**config.mk**
```make
export PLATFORM = sky130hd
export DESIGN_NAME = cam_fill_ctrl_flat
export DESIGN_NICKNAME = d
export VERILOG_FILES = /design/src/rtl/cam_fill_ctrl_if.sv /design/src/rtl/cam_fill_ctrl.sv /design/src/flat_wrapper.sv
export SDC_FILE = /design/constraint.sdc
export NUM_CORES = 1
export LEC_CHECK = 0
export CELL_PAD_IN_SITES_DETAIL_PLACEMENT = 0
export CELL_PAD_IN_SITES_GLOBAL_PLACEMENT = 2
export CORE_MARGIN = 1.5
export CORE_UTILIZATION = 28
export DETAILED_ROUTE_END_ITERATION = 10
export GPL_TIMING_DRIVEN = 0
export PLACE_DENSITY_LB_ADDON = 0.25
export RECOVER_POWER = 50
export REMOVE_ABC_BUFFERS = 1
export SETUP_SLACK_MARGIN = 0.15
export SYNTH_ARGS = -nofsm -noshare
export SYNTH_HDL_FRONTEND = slang
export SYNTH_SLANG_ARGS = --single-unit
```
**constraint.sdc**
```tcl
create_clock -name clk -period 3.45 [get_ports clk]
set_clock_uncertainty 0.1 [all_clocks]
set_input_delay 0.69 -clock clk [delete_from_list [all_inputs] [get_ports clk]]
set_output_delay 0.69 -clock clk [all_outputs]
set_load 0.02 [all_outputs]
```
**src/rtl/cam_fill_ctrl_if.sv**
```systemverilog
// Bundle of request/response, CAM and backing-memory signals around cam_fill_ctrl.
// master = controller side, slave = environment (requester, CAM, memory).
interface cam_fill_ctrl_if #(
    parameter int unsigned WORDS  = 8,
    parameter int unsigned BITS   = 8,
    parameter int unsigned TAG_SZ = 8,
    parameter int unsigned CNT_W  = 16
);
    localparam int unsigned ADDR_LEFT = $clog2(WORDS) - 1;

    logic                 req_valid;
    logic                 req_ready;
    logic [TAG_SZ-1:0]    req_tag;
    logic                 resp_valid;
    logic                 resp_ready;
    logic [BITS-1:0]      resp_data;
    logic                 resp_hit;
    logic                 flush;
    logic                 flush_done;
    logic                 cam_read;
    logic [TAG_SZ-1:0]    cam_check_tag;
    logic [BITS-1:0]      cam_data;
    logic                 cam_found_it;
    logic                 cam_write_;
    logic [ADDR_LEFT:0]   cam_w_addr;
    logic [BITS-1:0]      cam_wdata;
    logic [TAG_SZ-1:0]    cam_new_tag;
    logic                 cam_new_valid;
    logic                 mem_req;
    logic [TAG_SZ-1:0]    mem_addr;
    logic                 mem_ack;
    logic [BITS-1:0]      mem_rdata;
    logic [CNT_W-1:0]     hit_cnt;
    logic [CNT_W-1:0]     miss_cnt;

    modport master (
        input  req_valid, req_tag, resp_ready, flush,
               cam_data, cam_found_it, mem_ack, mem_rdata,
        output req_ready, resp_valid, resp_data, resp_hit, flush_done,
               cam_read, cam_check_tag, cam_write_, cam_w_addr, cam_wdata,
               cam_new_tag, cam_new_valid, mem_req, mem_addr, hit_cnt, miss_cnt
    );

    modport slave (
        output req_valid, req_tag, resp_ready, flush,
               cam_data, cam_found_it, mem_ack, mem_rdata,
        input  req_ready, resp_valid, resp_data, resp_hit, flush_done,
               cam_read, cam_check_tag, cam_write_, cam_w_addr, cam_wdata,
               cam_new_tag, cam_new_valid, mem_req, mem_addr, hit_cnt, miss_cnt
    );
endinterface

```
**src/rtl/cam_fill_ctrl.sv**
```systemverilog
// Lookup/fill controller for the tag CAM: hit returns CAM data, miss fetches from
// memory and fills a round-robin victim slot, flush invalidates every entry.
module cam_fill_ctrl #(
    parameter int unsigned WORDS  = 8,
    parameter int unsigned BITS   = 8,
    parameter int unsigned TAG_SZ = 8,
    parameter int unsigned CNT_W  = 16
) (
    input  logic            clk,
    input  logic            rst,
    cam_fill_ctrl_if.master bus
);
    localparam int unsigned ADDR_LEFT = $clog2(WORDS) - 1;
    localparam int unsigned AW        = ADDR_LEFT + 1;
    localparam logic [AW-1:0] LAST_SLOT = AW'(WORDS - 1);

    typedef enum logic [2:0] {
        S_IDLE,
        S_LOOKUP,
        S_MEM_WAIT,
        S_FILL,
        S_RESP,
        S_FLUSH
    } state_t;

    state_t            r_state;
    logic [AW-1:0]     r_victim;
    logic              r_flush_pending;
    logic [TAG_SZ-1:0] r_tag;
    logic [BITS-1:0]   r_mem_data;

    logic              r_ready;
    logic              r_resp_valid;
    logic [BITS-1:0]   r_resp_data;
    logic              r_resp_hit;
    logic              r_flush_done;
    logic              r_cam_read;
    logic [TAG_SZ-1:0] r_cam_check_tag;
    logic              r_cam_write_;
    logic [AW-1:0]     r_cam_w_addr;
    logic [BITS-1:0]   r_cam_wdata;
    logic [TAG_SZ-1:0] r_cam_new_tag;
    logic              r_cam_new_valid;
    logic              r_mem_req;
    logic [TAG_SZ-1:0] r_mem_addr;
    logic [CNT_W-1:0]  r_hit_cnt;
    logic [CNT_W-1:0]  r_miss_cnt;

    logic              w_flush_go;
    logic              w_flush_defer;

    assign w_flush_go    = (r_state == S_IDLE) && (bus.flush || r_flush_pending);
    assign w_flush_defer = bus.flush && (r_state != S_IDLE) && (r_state != S_FLUSH);

    // A flush in the same cycle as an idle request wins, so the request is held off.
    assign bus.req_ready     = r_ready & ~bus.flush;
    assign bus.resp_valid    = r_resp_valid;
    assign bus.resp_data     = r_resp_data;
    assign bus.resp_hit      = r_resp_hit;
    assign bus.flush_done    = r_flush_done;
    assign bus.cam_read      = r_cam_read;
    assign bus.cam_check_tag = r_cam_check_tag;
    assign bus.cam_write_    = r_cam_write_;
    assign bus.cam_w_addr    = r_cam_w_addr;
    assign bus.cam_wdata     = r_cam_wdata;
    assign bus.cam_new_tag   = r_cam_new_tag;
    assign bus.cam_new_valid = r_cam_new_valid;
    assign bus.mem_req       = r_mem_req;
    assign bus.mem_addr      = r_mem_addr;
    assign bus.hit_cnt       = r_hit_cnt;
    assign bus.miss_cnt      = r_miss_cnt;

    always_ff @(posedge clk or posedge rst) begin
        if (rst) begin
            r_state         <= S_IDLE;
            r_victim        <= '0;
            r_flush_pending <= 1'b0;
            r_tag           <= '0;
            r_mem_data      <= '0;
            r_ready         <= 1'b1;
            r_resp_valid    <= 1'b0;
            r_resp_data     <= '0;
            r_resp_hit      <= 1'b0;
            r_flush_done    <= 1'b0;
            r_cam_read      <= 1'b0;
            r_cam_check_tag <= '0;
            r_cam_write_    <= 1'b1;
            r_cam_w_addr    <= '0;
            r_cam_wdata     <= '0;
            r_cam_new_tag   <= '0;
            r_cam_new_valid <= 1'b0;
            r_mem_req       <= 1'b0;
            r_mem_addr      <= '0;
            r_hit_cnt       <= '0;
            r_miss_cnt      <= '0;
        end else begin
            r_flush_done <= 1'b0;
            if (w_flush_defer) begin
                r_flush_pending <= 1'b1;
            end

            case (r_state)
                S_IDLE: begin
                    if (w_flush_go) begin
                        r_state         <= S_FLUSH;
                        r_ready         <= 1'b0;
                        r_cam_write_    <= 1'b0;
                        r_cam_new_valid <= 1'b0;
                        r_cam_new_tag   <= '0;
                        r_cam_wdata     <= '0;
                        r_cam_w_addr    <= '0;
                    end else if (bus.req_valid && r_ready) begin
                        r_state         <= S_LOOKUP;
                        r_ready         <= 1'b0;
                        r_tag           <= bus.req_tag;
                        r_cam_check_tag <= bus.req_tag;
                        r_cam_read      <= 1'b1;
                    end
                end

                // CAM answers combinationally within the lookup cycle.
                S_LOOKUP: begin
                    r_cam_read <= 1'b0;
                    if (bus.cam_found_it) begin
                        r_state      <= S_RESP;
                        r_resp_data  <= bus.cam_data;
                        r_resp_hit   <= 1'b1;
                        r_resp_valid <= 1'b1;
                        if (r_hit_cnt != '1) begin
                            r_hit_cnt <= r_hit_cnt + CNT_W'(1);
                        end
                    end else begin
                        r_state    <= S_MEM_WAIT;
                        r_mem_req  <= 1'b1;
                        r_mem_addr <= r_tag;
                        if (r_miss_cnt != '1) begin
                            r_miss_cnt <= r_miss_cnt + CNT_W'(1);
                        end
                    end
                end

                S_MEM_WAIT: begin
                    if (bus.mem_ack) begin
                        r_state         <= S_FILL;
                        r_mem_req       <= 1'b0;
                        r_mem_data      <= bus.mem_rdata;
                        r_cam_write_    <= 1'b0;
                        r_cam_w_addr    <= r_victim;
                        r_cam_wdata     <= bus.mem_rdata;
                        r_cam_new_tag   <= r_tag;
                        r_cam_new_valid <= 1'b1;
                    end
                end

                S_FILL: begin
                    r_state         <= S_RESP;
                    r_cam_write_    <= 1'b1;
                    r_cam_new_valid <= 1'b0;
                    r_resp_data     <= r_mem_data;
                    r_resp_hit      <= 1'b0;
                    r_resp_valid    <= 1'b1;
                    r_victim        <= (r_victim == LAST_SLOT) ? '0 : r_victim + AW'(1);
                end

                S_RESP: begin
                    if (bus.resp_ready) begin
                        r_state      <= S_IDLE;
                        r_resp_valid <= 1'b0;
                        r_ready      <= ~(r_flush_pending | bus.flush);
                    end
                end

                // One invalidating write per slot, addresses ascending.
                S_FLUSH: begin
                    if (r_cam_w_addr == LAST_SLOT) begin
                        r_state         <= S_IDLE;
                        r_cam_write_    <= 1'b1;
                        r_cam_w_addr    <= '0;
                        r_victim        <= '0;
                        r_flush_pending <= 1'b0;
                        r_flush_done    <= 1'b1;
                        r_ready         <= 1'b1;
                    end else begin
                        r_cam_w_addr <= r_cam_w_addr + AW'(1);
                    end
                end

                default: r_state <= S_IDLE;
            endcase
        end
    end
endmodule
```
**src/flat_wrapper.sv**
```systemverilog
// flat-port wrapper written by rule: the top's interface ports become plain ports
module cam_fill_ctrl_flat 
#(
    parameter int unsigned WORDS  = 8,
    parameter int unsigned BITS   = 8,
    parameter int unsigned TAG_SZ = 8,
    parameter int unsigned CNT_W  = 16
)
  (clk, rst, bus_req_valid, bus_req_tag, bus_resp_ready, bus_flush, bus_cam_data, bus_cam_found_it, bus_mem_ack, bus_mem_rdata, bus_req_ready, bus_resp_valid, bus_resp_data, bus_resp_hit, bus_flush_done, bus_cam_read, bus_cam_check_tag, bus_cam_write_, bus_cam_w_addr, bus_cam_wdata, bus_cam_new_tag, bus_cam_new_valid, bus_mem_req, bus_mem_addr, bus_hit_cnt, bus_miss_cnt);
  cam_fill_ctrl_if #(.WORDS(WORDS), .BITS(BITS), .TAG_SZ(TAG_SZ), .CNT_W(CNT_W)) bus_i ();
  input  logic clk;
  input  logic rst;
  input wire logic [$bits(bus_i.req_valid)-1:0] bus_req_valid;
  input wire logic [$bits(bus_i.req_tag)-1:0] bus_req_tag;
  input wire logic [$bits(bus_i.resp_ready)-1:0] bus_resp_ready;
  input wire logic [$bits(bus_i.flush)-1:0] bus_flush;
  input wire logic [$bits(bus_i.cam_data)-1:0] bus_cam_data;
  input wire logic [$bits(bus_i.cam_found_it)-1:0] bus_cam_found_it;
  input wire logic [$bits(bus_i.mem_ack)-1:0] bus_mem_ack;
  input wire logic [$bits(bus_i.mem_rdata)-1:0] bus_mem_rdata;
  output wire logic [$bits(bus_i.req_ready)-1:0] bus_req_ready;
  output wire logic [$bits(bus_i.resp_valid)-1:0] bus_resp_valid;
  output wire logic [$bits(bus_i.resp_data)-1:0] bus_resp_data;
  output wire logic [$bits(bus_i.resp_hit)-1:0] bus_resp_hit;
  output wire logic [$bits(bus_i.flush_done)-1:0] bus_flush_done;
  output wire logic [$bits(bus_i.cam_read)-1:0] bus_cam_read;
  output wire logic [$bits(bus_i.cam_check_tag)-1:0] bus_cam_check_tag;
  output wire logic [$bits(bus_i.cam_write_)-1:0] bus_cam_write_;
  output wire logic [$bits(bus_i.cam_w_addr)-1:0] bus_cam_w_addr;
  output wire logic [$bits(bus_i.cam_wdata)-1:0] bus_cam_wdata;
  output wire logic [$bits(bus_i.cam_new_tag)-1:0] bus_cam_new_tag;
  output wire logic [$bits(bus_i.cam_new_valid)-1:0] bus_cam_new_valid;
  output wire logic [$bits(bus_i.mem_req)-1:0] bus_mem_req;
  output wire logic [$bits(bus_i.mem_addr)-1:0] bus_mem_addr;
  output wire logic [$bits(bus_i.hit_cnt)-1:0] bus_hit_cnt;
  output wire logic [$bits(bus_i.miss_cnt)-1:0] bus_miss_cnt;
  assign bus_i.req_valid = bus_req_valid;
  assign bus_i.req_tag = bus_req_tag;
  assign bus_i.resp_ready = bus_resp_ready;
  assign bus_i.flush = bus_flush;
  assign bus_i.cam_data = bus_cam_data;
  assign bus_i.cam_found_it = bus_cam_found_it;
  assign bus_i.mem_ack = bus_mem_ack;
  assign bus_i.mem_rdata = bus_mem_rdata;
  assign bus_req_ready = bus_i.req_ready;
  assign bus_resp_valid = bus_i.resp_valid;
  assign bus_resp_data = bus_i.resp_data;
  assign bus_resp_hit = bus_i.resp_hit;
  assign bus_flush_done = bus_i.flush_done;
  assign bus_cam_read = bus_i.cam_read;
  assign bus_cam_check_tag = bus_i.cam_check_tag;
  assign bus_cam_write_ = bus_i.cam_write_;
  assign bus_cam_w_addr = bus_i.cam_w_addr;
  assign bus_cam_wdata = bus_i.cam_wdata;
  assign bus_cam_new_tag = bus_i.cam_new_tag;
  assign bus_cam_new_valid = bus_i.cam_new_valid;
  assign bus_mem_req = bus_i.mem_req;
  assign bus_mem_addr = bus_i.mem_addr;
  assign bus_hit_cnt = bus_i.hit_cnt;
  assign bus_miss_cnt = bus_i.miss_cnt;
  cam_fill_ctrl #(.WORDS(WORDS), .BITS(BITS), .TAG_SZ(TAG_SZ), .CNT_W(CNT_W)) u_core (.clk(clk), .rst(rst), .bus(bus_i));
endmodule
```
==> impl_results.md, run 1 <==
* Hold Path Class: register to register
* R2R Path End: u_core.bus.miss_cnt[15]
* Io pins at 114
* Core Region at 15100 sq um
* CP max FO at 15
* Routed len/inst at 15.7 microns
* Initial antenna violation count at 0
* R2r setup slk at 0.57 ns
* DRC at 0
* EDFF count, synth at 0
* RSZ-0062 raised after global routing: no
* CP required at 3.63 ns
* Yosys reg bits at 98
* First-iteration detailed-routing DRC count at around 160
* Post-route ant nets at 0
* Reg-to-Reg Start: u_core.r_state[1]
* Horiz. Die Dim at 127 microns
* Final Cycle Share at 88.5%
* Total setup buffers inserted after CTS at 0
* Pin count of the biggest net entering global routing at 60
* P&R area growth vs syn at 39.3%
* Number of diodes at 0
* Post-CTS Resized at 0
* Min setup slack post-route at 0.395 ns
* Hold_buf cts at 0
* DR vias at around 3300
* Final Max Slew Viols at 40
* First-pass GRT wire length at 17700 microns
* CP startpoint: bus_cam_found_it
* Final GP Congestion at 0.723
* Post-Route WL at approximately 11000 microns
* CTS root buf: clkbuf_16
* YS warnings at 0
* Final net count at 533
* CP endpoint: u_core.bus.miss_cnt[15]
* TritonCTS Buffers at 9
* Filler cells at between 1000 and 1500
* Worst Hold Depth at 2
* Share of Yosys cell area claimed by the top area cell type at 55.5%
* # rows at 45
* Vias in the first global route at 3405
* Final Core Density at between 30% and 40%
* Synthesized area at around 4300 sq um
* TritonRoute pass-1 iters at 4
* Fmax achieved at between 300 and 400 MHz
* Synth Flop Type: dfrtp_1
* Syn Inst Count at 386
* Num Clock Sinks at 98
* Overall Power at 4.29 mW
* Pre-CTS setup slack at ~0.066 ns
* Dpl hpwl at between 7000 and 8000 microns
* Data arrival, critical path at 3.23 ns
* Post-synthesis sequential area ratio at 56.8%
* Least-Margin Pin Slew at 1.93 ns
* Clock Latency Late Sink at 0.35 ns
* CTS clk-pin slew, worst paths at 0.07 ns
* Final Hold Fails at 0
* Synth area leaders: dfrtp_1, mux2_2, nand2_1, a22o_1, xor2_1
* H-tree levels at 3
* Failing checks: capacitance limit, slew limit
* Max Cap Violations at 1
* Run status: finished, violations left
* Worst Setup Start Kind: primary input
* Non-Filler Instances at between 600 and 700
* GRT overflow at 0
* Synth cell types at 52
* Initial core utilization at roughly 29%
* Post-DR vias/cell at around 4.8
* Port Buffers at approximately 110
* Worst IR drop on VDD at 292 uV
* All-layer global routing usage at around 14%
* Asr flop ratio synth at 100%
* Critical path class: primary input to register
* CP Capture Type: register
* Fin crit period at 3.05 ns
* Area leader, netlist: dfrtp_1
* Die area at 16200 sq um
* Post-placement cell count at 673
* Lkg Pwr at about 2.7 nW
* Hold_ws at 0.371 ns
* Synthesized area per cell at 11.2 sq um
* CTS tree: yes
* Reg2Reg Depth at 4
* Final Setup Violations at 0
* Share of cells above drive strength 1 at 9.78%
* Slew headroom at -29.4%
* Die H at 127 microns
* Power per cell area at about 710 nW/um^2
* Clock Path Buffers at 2
report_power, final:
group,switching (mW),total (mW),internal (mW)
Combinational,0.745,1.44,0.691
Sequential,0.299,1.74,1.45
Clock,0.471,1.11,0.643
Total,1.52,4.29,2.78
cell usage after synthesis (9+ instances only):
cell type and number:
xor2_1 15, clkbuf_1 16, inv_1 10, dfrtp_1 96, nor2_1 24, a21oi_1 16
nand4_1 9, mux2i_1 12, a22o_1 16, nand3_1 16, nor3_1 13, o21ai_0 12
mux2_2 19, nand2_1 41
placed cells by master (no fill, tap or decap), drive strengths merged, types with 6 or more instances in the layout:
cell / count
a22o: 16
nand3: 16
xor2: 15
nor3: 13
xnor2: 6
nor2: 24
a21oi: 16
o21ai: 12
dfrtp: 96
mux2i: 12
ha: 6
dlygate4sd3: 37
mux2: 19
nand4: 9
clkdlybuf4s50: 76
clkbuf: 9
nand2: 41
inv: 12
logic make-up after synthesis:
family | share of synthesized area, %
fa+ha+maj | 1.74
buf+inv | 2.63
compound gates | 10.0
simple gates | 16.9
flops | 56.8
mux | 7.72
xor+xnor | 4.25
routing by layer:
metal | global-route usage, % | part of all wire, %
met1 | 18.4 | 48
met2 | 22.5 | 46
met3 | 3.14 | 4.0
met4 | 6.35 | 1.9
met5 | 0 | 0
worst max-delay path, stage by stage:
cell	delay, ns
dlygate4sd3_1	0.61
or4b_1	0.81
or4_4	0.68
nor4_2	0.27
xor2_1	0.16
worst min path at each step:
stage	start	end	slack, ns
finish	u_core.bus.mem_addr[0]	u_core.bus.mem_addr[0]	0.37
global route	u_core.bus.mem_addr[1]	u_core.bus.mem_addr[1]	0.41
CTS	u_core.bus.mem_addr[0]	u_core.bus.mem_addr[0]	0.38
detailed placement	u_core.bus.mem_addr[0]	u_core.bus.mem_addr[0]	0.36
global placement	u_core.bus.mem_addr[6]	u_core.bus.mem_addr[6]	0.36
floorplan	u_core.r_mem_data[0]	u_core.r_mem_data[0]	0.38
state kept, by name (all words and copies together), names as in the netlist, 3 cells and up:
register and flops:
u_core.bus.hit_cnt 16, u_core.bus.miss_cnt 16, u_core.bus.cam_check_tag 8, u_core.bus.cam_new_tag 8, u_core.bus.cam_wdata 8, u_core.bus.mem_addr 8
u_core.bus.resp_data 8, u_core.r_mem_data 8, u_core.bus.cam_w_addr 3, u_core.r_state 3, u_core.r_victim 3
layout make-up:
type	count	area, sq um	area share, %
clock buffers	9	225	3.74
clock inverters	7	98.8	1.64
inverters	10	38.8	0.644
multi-input cells	260	1780	29.5
flip-flops and latches	98	2450	40.7
well taps	188	235	3.90
repair buffers	117	1190	19.8
stage by stage:
stage / TNS (ns) / area, sq um
2_1_floorplan: 0 / 4250
3_3_place_gp: -217.39 / 5620
3_5_place_dp: 0 / 5700
4_1_cts: 0 / 6030
5_1_grt: 0 / 6020
6_report: 0 / 6020
No activity file was read; power rests on OpenSTA's default activity.
==> run 2, diff against run 1 <==
Settings changed: CORE_UTILIZATION 28 to 33.
Clock period 3.45 ns to 3.8 ns, I/O delays scaled along.
==> impl_results.md, run 2 (synthesized netlist as in run 1, its figures left out) <==
* Run status: finished, violations left (unchanged)
* First-pass GRT wire length at 17500 microns (was 17700 microns)
* H-tree levels at 3 (unchanged)
* Final Cycle Share at 83.5%
* Number of diodes at 0 (unchanged)
* Final Max Slew Viols at 47 (was 40)
* Horiz. Die Dim at 117 microns (was 127 microns)
* Post-CTS Resized at 0 (unchanged)
* First-iteration detailed-routing DRC count at 240 (was 162)
* Num Clock Sinks at 98 (unchanged)
* All-layer global routing usage at 15.8% (was 14.1%)
* Failing checks: capacitance limit, slew limit (unchanged)
* Slew headroom at -47.4% (was -29.4%)
* Share of cells above drive strength 1 at 9.18% (was 9.78%)
* Startpoint of the worst hold path: u_core.bus.mem_addr[1] (was u_core.bus.mem_addr[0])
* Post-Route WL at 10600 microns (was 10800 microns)
* CTS tree: yes (unchanged)
* # rows at 41 (was 45)
* GRT overflow at 0 (unchanged)
* Routed len/inst at 15.7 microns (about the same)
* Area of the multi-input gates at 1780 sq um (unchanged)
* Hold_buf cts at 0 (unchanged)
* Final Setup Violations at 0 (unchanged)
* CP required at 3.97 ns (was 3.63 ns)
* Final net count at 533 (unchanged)
* CP startpoint: bus_cam_found_it (unchanged)
* Vias in the first global route at 3291 (was 3405)
* Port Buffers at 113 (unchanged)
* Reg-to-Reg Start: u_core.r_state[1] (unchanged)
* RSZ-0062 raised after global routing: no (unchanged)
* Worst IR drop on VDD at 282 uV (was 292 uV)
* Dpl cell area at 5680 sq um (was 5700 sq um)
* CTS root buf: clkbuf_16 (unchanged)
* Sum Neg Setup Slack at 0 ns (unchanged)
* Initial antenna violation count at 0 (unchanged)
* Commonest non-fill, non-tap cell in the layout: dfrtp_1 (unchanged)
* P&R area growth vs syn at 38.2% (was 39.3%)
* Hold Path Class: register to register (unchanged)
* Pre-CTS setup slack at 0.335 ns (was 0.0660 ns)
* Fmax achieved at about 310 MHz
* Commonest non-fill, non-tap cells in the layout: dfrtp_1, clkdlybuf4s50_1, nand2_1, dlygate4sd3_1, nor2_1 (unchanged)
* DR vias at 3323 (was 3312)
* Die area at 13800 sq um (was 16200 sq um)
* Min setup slack post-route at 0.625 ns (was 0.395 ns)
* CP max FO at 15 (unchanged)
* CP Capture Type: register (unchanged)
* Die H at 117 microns (was 127 microns)
* Power per cell area at 641 nW/um^2 (was 713 nW/um^2)
* Least-Margin Pin Slew at 2.20 ns (was 1.93 ns)
* Post-route ant nets at 0 (unchanged)
* Design area at 5980 sq um (was 6020 sq um)
* Worst Setup Start Kind: primary input (unchanged)
* CTS clk-pin slew, worst paths at 0.07 ns (about the same)
* Post-DR vias/cell at 4.94 (was 4.81)
* Final Hold Fails at 0 (unchanged)
* R2r setup slk at 0.91 ns (was 0.57 ns)
* TritonCTS Buffers at 9 (unchanged)
* Max Cap Violations at 1 (unchanged)
* CP endpoint: u_core.bus.miss_cnt[15] (unchanged)
* Data arrival, critical path at 3.35 ns (was 3.23 ns)
* Initial core utilization at 34.0% (was 28.6%)
* Io pins at 114 (unchanged)
* Reg2Reg Depth at 4 (unchanged)
* Clock Path Buffers at 2 (unchanged)
* Clock Latency Late Sink at 0.35 ns (about the same)
* Critical path class: primary input to register (unchanged)
* Dpl hpwl at 7270 microns (was 7380 microns)
* DRC at 0 (unchanged)
* Core Region at 12700 sq um (was 15100 sq um)
* Fin crit period at 3.17 ns
* Total setup buffers inserted after CTS at 0 (unchanged)
* TritonRoute pass-1 iters at 4 (unchanged)
* Filler cells at 1277 (was 1490)
* Overall Power at 3.83 mW (was 4.29 mW)
* Pin count of the biggest net entering global routing at 53 (was 60)
* Lkg Pwr at 2.71 nW (was 2.72 nW)
* Final GP Congestion at 0.799 (was 0.723)
* Seq. cell area at 2450 sq um (unchanged)
* R2R Path End: u_core.bus.miss_cnt[15] (unchanged)
-- run 2: cell count changes in the layout (fill, tap and decap cells not counted) --
cell | before | now
bufinv_16 | 2 | 1
clkinvlp_4 | 1 | 0
clkdlybuf4s50_1 | 76 | 75
buf_8 | 1 | 0
dlygate4sd3_1 | 37 | 38
clkbuf_1 | 0 | 3
clkbuf_8 | 0 | 2
inv_6 | 3 | 0
buf_6 | 1 | 2
-- run 2: layout make-up --
type / instances / area share [%]
Sequential cell: 98 / 41.1
Tap cell: 172 / 3.60
Timing Repair Buffer: 117 / 19.9
Inverter: 10 / 0.649
Clock buffer: 14 / 4.42
Clock inverter: 2 / 0.586
Multi-Input combinational cell: 260 / 29.8
-- run 2: how the worst min path moves through the flow --
stage	end	slack [ns]	cells past startpoint
finish	u_core.bus.mem_addr[1]	0.37	2
global route	u_core.bus.cam_new_tag[4]	0.41	1
CTS	u_core.bus.mem_addr[1]	0.38	2
detailed placement	u_core.bus.mem_addr[1]	0.37	2
global placement	u_core.bus.mem_addr[2]	0.36	2
floorplan	u_core.r_mem_data[0]	0.38	1
-- run 2: metrics by stage --
stage	utilization [%]	hold slack [ns]	cells
after floorplan	-	0.381	368
after global placement	44.0	0.359	653
after global routing	47.0	0.408	673
after detailed placement	44.6	0.367	657
final	47.0	0.374	673
after CTS	47.0	0.384	673
-- run 2: critical path, cell delays in order --
cell,delay (ns)
dlygate4sd3_1,0.63
or4b_1,0.80
or4_4,0.68
nor4_2,0.30
xor2_1,0.17
-- run 2: metal layers --
metal	global-route usage, %	vias to the layer above	routed length, microns
li1	-	1601	-
met1	21.6	1630	4940
met2	24.5	80	4940
met3	5.09	12	565
met4	3.89	0	115
met5	0	-	0
-- run 2: where the power goes --
group          leakage [nW]  switching, mW  internal (mW)  total, mW
clock network         0.147          0.389          0.547      0.935
registers              1.28          0.269           1.31       1.58
logic                  1.29          0.689          0.627       1.32
